### src/rtl/note_pkg.sv
// Shared note codes, tone frequency table and half-period helper for note_player.
package note_pkg;

  typedef logic [3:0] note_t;

  localparam note_t       NOTE_REST = 4'd0;
  localparam note_t       NOTE_C4   = 4'd1;
  localparam note_t       NOTE_C5   = 4'd13;
  localparam int unsigned HP_W      = 20;

  function automatic logic is_tone(input note_t code);
    return (code >= NOTE_C4) && (code <= NOTE_C5);
  endfunction

  // Tone frequencies in centi-hertz, C4 up to C5 in semitone steps; rests map to 0.
  function automatic int unsigned freq_chz(input note_t code);
    case (code)
      4'd1:    return 26163;
      4'd2:    return 27718;
      4'd3:    return 29366;
      4'd4:    return 31113;
      4'd5:    return 32963;
      4'd6:    return 34923;
      4'd7:    return 36999;
      4'd8:    return 39200;
      4'd9:    return 41530;
      4'd10:   return 44000;
      4'd11:   return 46616;
      4'd12:   return 49388;
      4'd13:   return 52325;
      default: return 0;
    endcase
  endfunction

  // Half-period in clock cycles, rounded to nearest: round(clk_hz*100 / (2*f_cHz)).
  function automatic logic [HP_W-1:0] half_period(input longint unsigned clk_hz,
                                                  input note_t           code);
    longint unsigned f;
    longint unsigned hp;
    f = 64'(freq_chz(code));
    if (f == 64'd0) return '0;
    hp = (clk_hz * 64'd100 + f) / (64'd2 * f);
    return hp[HP_W-1:0];
  endfunction

endpackage

### src/rtl/note_player_tone_gen.sv
// tone_gen: 20-bit half-period down-counter driving a square wave, with phase restart.
module tone_gen
  import note_pkg::*;
(
  input  logic            clk,
  input  logic            reset,
  input  logic [HP_W-1:0] half_period,
  input  logic            enable,
  input  logic            restart,
  output logic            wave
);

  logic [HP_W-1:0] count;

  // Restart always begins a low half-cycle, so every new tone has a known phase.
  always_ff @(posedge clk or negedge reset) begin
    if (!reset) begin
      count <= '0;
      wave  <= 1'b0;
    end else if (!enable) begin
      count <= '0;
      wave  <= 1'b0;
    end else if (restart) begin
      count <= half_period - 20'd1;
      wave  <= 1'b0;
    end else if (count == '0) begin
      count <= half_period - 20'd1;
      wave  <= ~wave;
    end else begin
      count <= count - 20'd1;
    end
  end

endmodule

### src/rtl/note_player.sv
// note_player: 16-slot note memory with registered playback and square-wave tone output.
// Define NOTE_GAP_EN to insert GAP_CYCLES of silence at each note start.
module note_player
  import note_pkg::*;
#(
  parameter int unsigned CLK_HZ     = 50000000,
  parameter int unsigned GAP_CYCLES = 2500000
) (
  input  logic       clk,
  input  logic       reset,
  input  logic       ld_note,
  input  logic       ld_play,
  input  logic       next_note_en,
  input  logic [3:0] note_in,
  input  logic [3:0] wr_addr,
  input  logic [3:0] rd_addr,
  output logic       audio_out,
  output logic [3:0] cur_note,
  output logic       playing
);

  note_t           mem    [16];
  logic [HP_W-1:0] hp_rom [16];
  note_t           next_note;
  logic            play_active;
  logic            tone_enable;
  logic            tone_restart;

  if (GAP_CYCLES > 32'h003F_FFFF) begin : g_gap_range
    $error("note_player: GAP_CYCLES does not fit the 22-bit gap counter");
  end

  // Half-periods are elaboration-time constants, so the lookup is a plain ROM.
  for (genvar i = 0; i < 16; i++) begin : g_hp_rom
    localparam logic [HP_W-1:0] HP = half_period(64'(CLK_HZ), note_t'(i));
    assign hp_rom[i] = HP;
  end

  always_ff @(posedge clk or negedge reset) begin
    if (!reset) begin
      for (int i = 0; i < 16; i++) mem[i] <= NOTE_REST;
    end else if (ld_note) begin
      mem[wr_addr] <= note_in;
    end
  end

  // Recording takes priority: while ld_note is high, playback behaves as if stopped.
  assign play_active = ld_play && !ld_note;
  assign next_note   = play_active ? mem[rd_addr] : NOTE_REST;
  assign tone_enable = is_tone(next_note);

  always_ff @(posedge clk or negedge reset) begin
    if (!reset) begin
      cur_note <= NOTE_REST;
      playing  <= 1'b0;
    end else begin
      cur_note <= next_note;
      playing  <= play_active && is_tone(cur_note);
    end
  end

`ifdef NOTE_GAP_EN
  localparam logic [21:0] GAP_LOAD = 22'(GAP_CYCLES);

  logic [21:0] gap_count;
  logic        ld_play_q;
  logic        gap_load;

  // A fresh playback start or an explicit advance reopens the silence window.
  assign gap_load = ld_play && (!ld_play_q || next_note_en);

  always_ff @(posedge clk or negedge reset) begin
    if (!reset) begin
      gap_count <= '0;
      ld_play_q <= 1'b0;
    end else begin
      ld_play_q <= ld_play;
      if (gap_load) begin
        gap_count <= GAP_LOAD;
      end else if (gap_count != '0) begin
        gap_count <= gap_count - 22'd1;
      end
    end
  end

  assign tone_restart = (next_note != cur_note) || gap_load || (gap_count != '0);
`else
  logic unused_next_note_en;
  assign unused_next_note_en = next_note_en;

  assign tone_restart = (next_note != cur_note);
`endif

  tone_gen u_tone_gen (
    .clk         (clk),
    .reset       (reset),
    .half_period (hp_rom[next_note]),
    .enable      (tone_enable),
    .restart     (tone_restart),
    .wave        (audio_out)
  );

endmodule

### config.mk
export PLATFORM = sky130hd
export DESIGN_NAME = note_player
export DESIGN_NICKNAME = d
export VERILOG_FILES = /design/src/rtl/note_pkg.sv /design/src/rtl/note_player_tone_gen.sv /design/src/rtl/note_player.sv
export SDC_FILE = /design/constraint.sdc
export NUM_CORES = 1
export LEC_CHECK = 0
export ABC_CLOCK_PERIOD_IN_PS = 8400
export BUFFER_PORTS_ARGS = -buffer_cell sky130_fd_sc_hd__buf_2
export CORE_MARGIN = 4
export CORE_UTILIZATION = 46
export DETAILED_ROUTE_END_ITERATION = 8
export PLACE_DENSITY_LB_ADDON = 0.15
export SLEW_MARGIN = 40
export SYNTH_ARGS = -nofsm -noshare
export SYNTH_HDL_FRONTEND = slang
export SYNTH_SLANG_ARGS = --single-unit
export TNS_END_PERCENT = 30
### constraint.sdc
create_clock -name clk -period 8.4 [get_ports clk]
set_input_delay 0.84 -clock clk [delete_from_list [all_inputs] [get_ports clk]]
set_output_delay 0.84 -clock clk [all_outputs]
set_load 0.02 [all_outputs]
==> out/metrics.cfg <==
[cells_and_area]
syn2layout_area_growth_pct = 9.001
drive_above_1_share = 0.2515
n_antenna_cell = 0
final_nets = 522

[sta]
slew_headroom = 0.4710
fin_crit_sh = 0.6115
min_period_ns = 5.137
fin_ws_ns = 3.263
setup_violations = 0
finalHoldViolCount = 0
rsz0062_at_grt = no
fin_worst_skew_ns = 0.009824
worst_pin_slew_ns = 0.7935
clock.fmax_ghz = 0.1947
finalMaxSlewViolations = 0
setup_tns_ns = 0

[global_route]
grt_pass1_wl_um = 20940
grt_pass1_vias = 3935
grt_antenna_before_repair = 0
grt.total_usage = 0.2052
grt_max_degree = 66
gr-total-overflow = 0

[floorplanning]
design.core.area_um2 = 11080
start_util = 0.4793
ios = 23
num_rows = 38
die_x_um = 115.4
dieArea_um2 = 13330
die_h_um = 115.4

[detailed_routing]
drtIter0Drc = 255
antenna_left = 0
wirelength_um = 12560
drt_first_pass_iters = 4
wl_per_cell_um = 19.60
via_count = 3872
vias_per_cell = 6.041
drc = 0

[critical_path]
setup.worst_path.start = rd_addr[0]
critical_path_required_ns = 8.66
worstPathMaxFanout = 24
startpoint_type = primary input
critPathArrivalTime_ns = 5.40
path_class = primary input to flop
r2r-start = mem[20]
r2r_cells = 11
endpoint_kind = flop

[logic_synthesis]
yosys.area_share.adder = 0.02121
yosysTopAreaCell = dfrtp_1
ys_seq_area_frac = 0.4241
muxShareOfSynthArea = 0.2116
yosysTopAreaCellShare = 0.4241
synth-simple-area-share = 0.1437
ys_ff_latch = 90
synth_top_family_by_area = multiplexers
synthDistinctLibCells = 67
synth_xor_area_frac = 0.04618
syn_area_um2 = 5310
yosys-top-cells-area = dfrtp_1, mux2_2, mux2i_1, mux4_2, xnor2_1
syn_nets = 510
yosysWarnings = 0
synth-edff-count = 0
synth_ff_type = dfrtp_1
avgSynthCellArea_um2 = 10.97
synth_compound_area_frac = 0.1246
synth_most_common_cell = dfrtp_1
netlist_instances = 484
synthArstFlopShare = 1.000
synth_common_cells = dfrtp_1, mux2_2, nor2_1

[clock_tree]
clk_path_buf_depth = 2
cts_made_buffers = 9
clock_latency_ns = 0.36
cts_setup_buffers = 0
cts_sinks = 90
htreeDepth = 3
cts_resized = 0
cts-root-buf = clkbuf_16
path_clk_slew_ns = 0.07
holdBufCountCts = 0
cts_tree = built

[power]
switching_share = 0.3672
p_comb_frac = 0.367
p_clk_frac = 0.244
p_int_mw = 1.015
vdd_drop_max_uv = 176.0
p_leak_nw = 2.457
p_sw_mw = 0.5890
seq_power_share = 0.388
powerDensity_nw_per_um2 = 277.2

[placed_design]
gp_congestion = 0.9326
port_buffers = 21
post-dp-hpwl_um = 9073
place_ws_ns = 2.890

[job]
drv_cap = 0

[min_path]
hold_path_class = primary input to async pin

[outcome]
status = finished, final reports clean

[cell type report]
cell class,instances,area [um^2]
fill,946,5290
multi-input combinational,364,2915
sequential,90,2252
clock buffer,9,225.2
tap,140,175.2
timing repair buffer,23,126.4
clock inverter,7,63.81
inverter,8,30.03
[path summary, 6_finish.rpt]
kind / slack (ns) / to
max: 3.26 / u_tone_gen.count[14]
min: 0.39 / mem[55]
max reg2reg: 4.17 / u_tone_gen.count[14]
min reg2reg: 0.50 / mem[4]
max in group asynchronous: 7.10 / u_tone_gen.count[1]
min in group clk: 0.50 / mem[4]
[cells by family after synthesis]
kind of cell               Yosys count
AOI/OAI and AO/OA                   94
buffers and inverters               30
muxes                               93
xor gates and xnor gates            28
DFF                                 90
adders and majority gates            9
and+or+nand+nor                    140
[critical path: stages]
cell       delay (ns)
buf_2            0.59
mux4_1           0.43
a22oi_1          0.14
a21oi_1          0.64
inv_1            0.22
ha_1             0.31
o32ai_1          0.66
o31a_1           0.32
o211ai_1         0.15
nand4bb_1        0.40
o31a_1           0.42
a221oi_2         0.25
[layer usage]
metal  vias up  track usage  share of wire  wire length [um]
li1       1843            -              -                 -
met1      1937       0.2740           0.46              5831
met2        69       0.3283           0.47              5932
met4         0      0.06260          0.018               232
met5         -            0              0                 0
met3        23      0.05587          0.045               564
[through the flow]
stage	instances	hold slack [ns]	power (mW)	utilization	area (um^2)
4_1_cts	641	0.3905	1.616	0.5216	5778
5_1_grt	641	0.4107	1.715	0.5225	5788
3_5_place_dp	625	0.4917	1.214	0.4955	5489
6_report	641	0.3916	1.604	0.5225	5788
2_1_floorplan	484	0.4703	1.075	-	5310
3_3_place_gp	625	0.4821	1.198	0.4953	5487
[power by group through the flow]
stage	Sequential, mW	Combinational, mW	Clock [mW]
floorplan	0.612	0.463	0
global placement	0.623	0.575	0
detailed placement	0.630	0.584	0
CTS	0.622	0.588	0.407
global route	0.639	0.654	0.421
finish	0.623	0.589	0.392
[cell usage in the layout, fill, tap and decap left out, types with 3 or more instances in the layout]
cell,n
a211oi_1,6
o21ai_0,12
nor2b_1,5
buf_2,20
clkbuf_16,9
inv_1,6
mux4_2,7
o31a_1,3
nor3_1,16
nor2_2,3
o21a_1,8
xnor2_1,16
o22ai_1,3
nand2_1,17
mux2i_1,19
nand4_1,4
o211ai_1,4
a21oi_1,21
nor4_1,9
a311oi_1,3
nor2_1,33
xor2_1,12
nand3b_1,7
or3_1,4
nand3_1,14
dfrtp_1,90
and2_1,5
or2_2,3
a22oi_1,10
ha_1,9
and3_1,3
mux2_2,64
nand2b_1,5
[state kept, by name (all words and copies together) (netlist names)]
| name | flops |
|---|---|
| playing | 1 |
| mem | 64 |
| u_tone_gen.count | 20 |
| cur_note | 4 |
| u_tone_gen.wave | 1 |
Power figures use the tool's default switching activity.
